[config.mk]
export PLATFORM = sky130hd
export DESIGN_NAME = falu_result_stage
export DESIGN_NICKNAME = d
export VERILOG_FILES = /design/src/rtl/falu_result_stage.sv
export SDC_FILE = /design/constraint.sdc
export NUM_CORES = 1
export LEC_CHECK = 0
export BUFFER_PORTS_ARGS = -buffer_cell sky130_fd_sc_hd__clkbuf_2
export CORE_ASPECT_RATIO = 1.2
export CORE_MARGIN = 5
export CORE_UTILIZATION = 30
export DETAILED_ROUTE_END_ITERATION = 16
export PLACE_DENSITY = 0.53
export SYNTH_ARGS = -nofsm -noshare
export SYNTH_HDL_FRONTEND = slang
export SYNTH_SLANG_ARGS = --single-unit
[constraint.sdc]
create_clock -name clk -period 2.9 [get_ports clk]
set_clock_uncertainty 0.15 [all_clocks]
set_input_delay 0 -clock clk [delete_from_list [all_inputs] [get_ports clk]]
set_output_delay 0 -clock clk [all_outputs]
set_load 0.01 [all_outputs]
[src/rtl/falu_result_stage.sv]
// falu_result_stage: registered output stage behind the binary32 FP ALU.
// It classifies each accepted result, holds it in a two-entry FIFO and
// keeps sticky class flags plus a saturating count of delivered results.
// in_ready depends only on local registers, so backpressure from the
// consumer never reaches back into the ALU combinationally.
module falu_result_stage #(
  parameter int N     = 32,
  parameter int CNT_W = 16
) (
  input  logic             clk,
  input  logic             rst,
  input  logic             in_valid,
  output logic             in_ready,
  input  logic [N-1:0]     in_data,
  input  logic [1:0]       in_op,
  output logic             out_valid,
  input  logic             out_ready,
  output logic [N-1:0]     out_data,
  output logic [1:0]       out_op,
  output logic [2:0]       out_class,
  output logic             out_sign,
  output logic [3:0]       sticky,
  input  logic             clr,
  output logic [CNT_W-1:0] count
);

  typedef enum logic [2:0] {
    CLS_NORMAL = 3'b000,
    CLS_ZERO   = 3'b001,
    CLS_SUB    = 3'b010,
    CLS_INF    = 3'b011,
    CLS_NAN    = 3'b100
  } cls_e;

  logic [7:0]  in_exp;
  logic [22:0] in_mant;
  cls_e        in_class;
  logic [3:0]  push_flags;

  logic [N-1:0] data_q  [2];
  logic [1:0]   op_q    [2];
  logic [2:0]   class_q [2];
  logic         head;
  logic         tail;
  logic [1:0]   occ;

  logic push;
  logic pop;

  assign in_exp  = in_data[30:23];
  assign in_mant = in_data[22:0];

  // Classify the incoming result from its exponent and mantissa fields.
  always_comb begin
    // NOTE: every output of a combinational block gets a default first so no path can infer a latch.
    in_class = CLS_NORMAL;
    if (in_exp == 8'hFF) begin
      in_class = (in_mant != '0) ? CLS_NAN : CLS_INF;
    end else if (in_exp == 8'h00) begin
      in_class = (in_mant == '0) ? CLS_ZERO : CLS_SUB;
    end
  end

  // Map the class to its sticky bit {nan, inf, sub, zero}; normal sets none.
  always_comb begin
    push_flags = 4'b0000;
    case (in_class)
      CLS_NAN:  push_flags = 4'b1000;
      CLS_INF:  push_flags = 4'b0100;
      CLS_SUB:  push_flags = 4'b0010;
      CLS_ZERO: push_flags = 4'b0001;
      default:  push_flags = 4'b0000;
    endcase
  end

  assign in_ready  = (occ != 2'd2);
  assign out_valid = (occ != 2'd0);
  assign push      = in_valid && in_ready;
  assign pop       = out_valid && out_ready;

  // Pointers and occupancy; a simultaneous push and pop leaves occupancy alone.
  always_ff @(posedge clk) begin
    // NOTE: sequential state uses non-blocking assignments so every register samples pre-edge values.
    if (rst) begin
      head <= 1'b0;
      tail <= 1'b0;
      occ  <= 2'd0;
    end else begin
      if (push) tail <= ~tail;
      if (pop)  head <= ~head;
      case ({push, pop})
        2'b10:   occ <= occ + 2'd1;
        2'b01:   occ <= occ - 2'd1;
        default: occ <= occ;
      endcase
    end
  end

  // Entry storage written at the tail on every push.
  always_ff @(posedge clk) begin
    // NOTE: the storage array is not reset; occupancy alone decides which entries are meaningful.
    if (push) begin
      data_q[tail]  <= in_data;
      op_q[tail]    <= in_op;
      class_q[tail] <= in_class;
    end
  end

  // Sticky class flags; clear wins over history but keeps a same-cycle push.
  always_ff @(posedge clk) begin
    if (rst) begin
      sticky <= 4'b0000;
    end else if (clr) begin
      sticky <= push ? push_flags : 4'b0000;
    end else if (push) begin
      sticky <= sticky | push_flags;
    end
  end

  // Saturating delivered-result counter; a pop during clear counts as one.
  always_ff @(posedge clk) begin
    if (rst) begin
      count <= '0;
    end else if (clr) begin
      count <= pop ? CNT_W'(1) : '0;
    end else if (pop && (count != {CNT_W{1'b1}})) begin
      count <= count + CNT_W'(1);
    end
  end

  assign out_data  = data_q[head];
  assign out_op    = op_q[head];
  assign out_class = class_q[head];
  assign out_sign  = out_data[N-1];

endmodule
# Word level (Yosys, flattened, before mapping)
# Memories as Yosys holds them, arrays and structs flattened. A register that Yosys moved wholly into a read port is not among the register bits.
# Cells that the tools add are included.
[op_classes]
add_sub_neg = 3
mux = 20
n_eq_ne = 9
n_reduce_logical = 10
n_bitwise = 3
[op_table]
columns = ["operator", "n"]
rows = [
  ["16-bit two-way mux", 2],
  ["23-bit logical NOT", 1],
  ["23-bit nonzero test", 1],
  ["16-bit by 1-bit adder with 16-bit output (second input constant)", 1],
  ["16-bit != test (second input constant)", 1],
  ["4-bit one-hot mux with 4 select lines", 1],
  ["4-bit two-way mux", 3],
  ["1-bit two-way mux", 9],
  ["8-bit equality test (second input constant)", 1],
  ["8-bit logical NOT", 1],
  ["2-bit nonzero test", 4],
  ["3-bit by 2-bit equality test with 1-bit output (second input constant)", 2],
  ["3-bit two-way mux", 2],
  ["2-bit two-way mux", 2],
  ["4-bit OR", 1],
  ["2-bit one-hot mux with 2 select lines", 1],
  ["3-bit by 1-bit equality test with 1-bit output (second input constant)", 1],
  ["3-bit equality test (second input constant)", 1],
  ["1-bit logical AND", 3],
  ["2-bit by 1-bit adder with 2-bit output (second input constant)", 1],
  ["2-bit by 1-bit equality test with 1-bit output (second input constant)", 1],
  ["2-bit equality test (second input constant)", 1],
  ["2-bit != test (second input constant)", 1],
  ["1-bit inverter", 2],
  ["2-bit by 1-bit subtractor with 2-bit output (second input constant)", 1],
]
[totals]
in_bits = 39
regBits = 24
ram_bits = 74
mem_count = 3
[mem_list]
columns = ["memory", "depth", "width", "read_ports", "rd_clocked_by_memory_dff", "wr", "line", "source"]
rows = [
  ["data_q", 2, 32, 1, 1, 1, "40", "logic [N-1:0] data_q [2];"],
  ["class_q", 2, 3, 1, 1, 1, "42", "logic [2:0] class_q [2];"],
  ["op_q", 2, 2, 1, 1, 1, "41", "logic [1:0] op_q [2];"],
]

# Longest topological paths before layout
[depth]
word_depth = 9
ltp_mapped = 7

# Worst setup path after synthesis
# OpenSTA, ideal clock, no wires.
[synth_timing]
path_kind = "reg2reg"
start = "reg occ[0]"
end = "mem class_q[0][0], enable pin"
path_buffers = 0
synth_period_minus_slack_ns = 2.888
required_time_ns = 2.319
slack_ns = 0.012
path_stages_with_launch = 4
t_arrival_ns = 2.307
cell_sequence = "dfxtp_1 > nand2b_1 > nand2_1 > nor2_1"
[synth_via]
elab_chain_cells = 4
[synth_lines]
columns = ["item", "line", "source"]
rows = [
  ["from (decl)", "45", "logic [1:0] occ;"],
  ["from (signal assigned)", "92", "2'b10: occ <= occ + 2'd1;"],
  ["from (signal assigned)", "93", "2'b01: occ <= occ - 2'd1;"],
  ["2-bit != test", "76", "assign in_ready = (occ != 2'd2);"],
  ["net in_ready", "13", "output logic in_ready,"],
  ["1-bit logical AND", "78", "assign push = in_valid && in_ready;"],
  ["1-bit two-way mux", "102", "if (push) begin"],
  ["1-bit two-way mux (implied by the code)", "105", "class_q[tail] <= in_class;"],
  ["to (decl)", "42", ""],
]
# The timed path passes the listed nets, and every way through them passes these cells.

# Final worst setup path
[layout_timing]
start = "reg count[0]"
end = "reg count[0]"
[layout_via]
elab_chain_cells = 3
elab_cells_between_ends = 6
classes_between = "1 x add/sub; 1 x eq/ne; 2 x mux; 2 x reduce/logical"
[layout_lines]
columns = ["item", "line", "source"]
rows = [
  ["from (decl)", "24", "output logic [CNT_W-1:0] count"],
  ["from (signal assigned)", "125", "count <= pop ? CNT_W'(1) : '0;"],
  ["from (signal assigned)", "127", "count <= count + CNT_W'(1);"],
  ["16-bit by 1-bit adder with 16-bit output / 16-bit != test (equally long branches)", "127, 126", ""],
  ["16-bit two-way mux / 1-bit logical AND (equally long branches)", "126", "end else if (pop && (count != {CNT_W{1'b1}})) begin"],
  ["16-bit two-way mux / 2-bit nonzero test (equally long branches)", "--", ""],
]
# Several ways; a longest one is shown, not always the timed one. The select of a mux whose other input is x is not followed.
# A chain may end at the register's enable or synchronous reset.

==> parameters.txt <==
Parameter                              Value

CTS
  Number of sinks driven by the clock tree ... 99
  Post-CTS Setup Bufs ... 0
  Total clock buffers created by CTS ... 9
  Max Root-Sink Buffers ... 2
  Number of H-tree branching levels ... 3
  Hold_buf cts ... 40
  Post-cts resize count ... 0
  Clock network latency to the later pin of the worst-skew pair ... 0.34 ns
  Clk slew on worst S/H paths ... 0.07 ns
  Clock tree from TritonCTS ... built
  Clock tree root driver cell ... sky130_fd_sc_hd__clkbuf_16

Synthesis
  Synth area leader ... sky130_fd_sc_hd__edfxtp_1
  Share of the synthesized area in the top cell type ... 0.547
  Cell types with the largest area share after synthesis ... sky130_fd_sc_hd__edfxtp_1 55%, sky130_fd_sc_hd__dfxtp_1 12%, sky130_fd_sc_hd__mux2_2 10%
  Register bit total from synthesis ... 99
  Post-synth net total ... 314
  Distinct cells, synth ... 49
  Share of synthesized flip-flops with an asynchronous set or reset ... 0
  Proportion of synthesized chip area in sequential cells ... 0.671
  Main flop type after synthesis ... sky130_fd_sc_hd__edfxtp_1
  Combined area of all synthesized cells ... 4060 um^2
  Count of flip-flops with a built-in enable after synthesis ... 74
  Yosys warns ... 0
  Number of cells produced by synthesis ... 273
  Per-instance average area after synthesis ... 14.9 um^2

Cells and area
  Share of post-route cells with drive strength above 1 ... 0.409
  Leading cell types in the layout, fill and taps excluded ... 98 x sky130_fd_sc_hd__clkbuf_2, 74 x sky130_fd_sc_hd__edfxtp_1, 40 x sky130_fd_sc_hd__dlygate4sd3_1
  Final std cell area, no fill ... 5440 um^2
  Antenna Diode Count ... 0
  Most common library cell in the layout ignoring fill and taps ... sky130_fd_sc_hd__clkbuf_2
  Relative area change from synthesis to final layout ... 33.9%
  Final nets ... 457

Placement
  Worst slack at placement ... 0.923 ns
  Standard cell area after detailed placement ... 4740 um^2
  HPWL after DPL ... 6.50 mm
  IO buf count ... 98
  Final weighted congestion in routability-driven placement ... 0.774

Floorplan
  Floorplan die height ... 137 um
  Core region area ... 13200 um^2
  Floorplan die width ... 116 um
  Ports ... 99
  Count of standard-cell rows ... 46
  Die Footprint ... 16000 um^2
  Initial core utilization ... 0.307

Power and ir drop
  Overall power after layout ... 4.06 mW
  Leak Pwr ... 1.98 nW
  Power Dens Cells ... 746 nW/um^2
  Maximum resistive drop on vdd ... 0.288 mV

Setup path
  R2r setup slk ... 0.62 ns
  Cells traversed along the worst timing path ... ha_1 -> and3_4 -> and4_4 -> or3_1 -> a31oi_1 -> dlygate4sd3_1
  Type of element capturing the critical path ... flop
  Delay of the slowest cell on the worst path ... 0.56 ns
  Master of the slowest instance on the critical path ... sky130_fd_sc_hd__dlygate4sd3_1
  Maximum net fanout on the critical path ... 13
  CP Data Required Time ... 3.04 ns
  Worst Path Arrival ... 2.42 ns
  Register-to-Register Path Depth ... 6
  Startpoint kind of the worst setup timing path ... flop
  Reg-to-Reg Start ... count[0]
  Terminus of the critical flop-to-flop path ... count[0]
  Category of the most critical setup path ... flop to flop

Route
  Met2 WL ... 4.52 mm
  Via/cell ratio ... 4.76
  Metal-1 WL ... 4.08 mm
  Total Routed Length ... 9.20 mm
  1st-iter DRT viols ... 110
  Detailed-routed wire length on met3 ... 517 um
  Average wire per cell in the routed design ... 15.6 um
  Number of routed nets with antenna violations ... 0
  Count of unresolved DRC violations after routing ... 0
  First-pass detailed-route iteration total ... 4
  Topmost layer with routed signal wires ... met4
  Vias after detailed routing ... 2804

STA
  Max-slew headroom ... 0.384
  Setup repair after global routing missed its margin ... no
  Worst hold slack across all endpoints ... 0.250 ns
  Setup Total Neg Slack ... 0 ns
  Max-slew violation count ... 0
  Fin worst setup slack ... 0.617 ns
  Final-report setup violation count ... 0
  Fraction of the cycle the final worst path needs ... 0.787
  Maximum frequency from static timing analysis ... 438 MHz
  Final hold vios ... 0
  Transition time at the pin with the least slew margin ... 0.924 ns
  Final critical path time including I/O delays and setup ... 2.28 ns

GRT
  First-pass GRT wire length ... 14.4 mm
  Via count of the first global-routing pass ... 2860
  Maximum number of pins on one net before global-route repair ... 38
  Initial antenna violation count ... 0
  Leftover overflow at the end of global routing ... 0
  GRT Overall Usage ... 0.116

Job
  Count of maximum capacitance violations ... 0

Min path
  Worst hold-check path type ... input pin to flop
  Hold wc startpoint ... in_op[1]
  Cell depth of the worst hold path ... 2
  Endpoint, Worst Hold ... op_q[0][1]

Status
  Run status ... finished, final reports clean
[state kept, by name (all words and copies together) (netlist names), named ones only]
name	count
class_q	6
count	16
data_q	64
head	1
occ	2
op_q	4
sticky	4
tail	1
[cells in the mapped netlist (3+ instances only)]
library cell,instances
sky130_fd_sc_hd__mux2_2,37
sky130_fd_sc_hd__nand4_1,8
sky130_fd_sc_hd__buf_2,3
sky130_fd_sc_hd__nor2_1,12
sky130_fd_sc_hd__dfxtp_1,25
sky130_fd_sc_hd__nand2b_1,4
sky130_fd_sc_hd__a21oi_1,15
sky130_fd_sc_hd__or3_1,5
sky130_fd_sc_hd__nor4_1,5
sky130_fd_sc_hd__nand2_1,9
sky130_fd_sc_hd__edfxtp_1,74
sky130_fd_sc_hd__o31ai_1,9
sky130_fd_sc_hd__and4_4,3
sky130_fd_sc_hd__clkbuf_1,3
sky130_fd_sc_hd__o21ai_0,3
sky130_fd_sc_hd__nand3_1,6
sky130_fd_sc_hd__or4_1,9
[worst max-delay path: cells and delay by family (launching register included)]
family | cells | cell delay [ns]
simple gates | 3 | 0.74
flops | 1 | 0.36
buf+inv | 1 | 0.56
fa+ha+maj | 1 | 0.26
compound gates | 1 | 0.16
[power breakdown]
part | leakage (nW) | switching [mW] | internal, mW
Clock | 0.145 | 0.568 | 0.614
Sequential | 0.896 | 0.139 | 1.76
Combinational | 0.935 | 0.505 | 0.475
[layout make-up]
type / instances / area [um^2]
flip-flops and latches: 99 / 2720
inverters: 2 / 12.5
multi-input cells: 163 / 1280
well taps: 168 / 210
clock inverters: 7 / 75.1
repair buffers: 141 / 913
clock buffers: 9 / 225
fillers: 1265 / 7800
[metal layers]
| layer | track usage | vias to the layer above |
|---|---|---|
| li1 | - | 1370 |
| met1 | 0.143 | 1360 |
| met2 | 0.200 | 68 |
| met3 | 0.0338 | 6 |
| met4 | 0.0309 | 0 |
| met5 | 0 | - |
[worst max-delay path by stage]
stage          startpoint            end  slack (ns)  cells after the start
6_report         count[0]       count[0]        0.62                      6
4_1_cts          count[0]       count[0]        0.64                      6
5_1_grt          count[0]       count[0]        0.51                      6
3_5_place_dp       occ[0]  data_q[1][26]        0.92                      3
3_3_place_gp       occ[0]  data_q[1][26]        0.97                      3
2_1_floorplan      occ[0]  class_q[0][0]        0.01                      3
[kinds of logic after synthesis]
logic type	Yosys count	synth area share
adders and majority gates	2	0.00616
and+or+nand+nor	79	0.128
AOI/OAI and AO/OA	39	0.0623
muxes	39	0.108
xor gates and xnor gates	4	0.00863
DFF	99	0.671
buffers and inverters	11	0.0170
[per-stage QoR]
stage                     instances  utilization
after floorplan                 273            -
after global placement          533        0.358
after detailed placement        533        0.358
after CTS                       589        0.411
after global routing            589        0.411
final                           589        0.411
(Power assumes the default switching activity.)
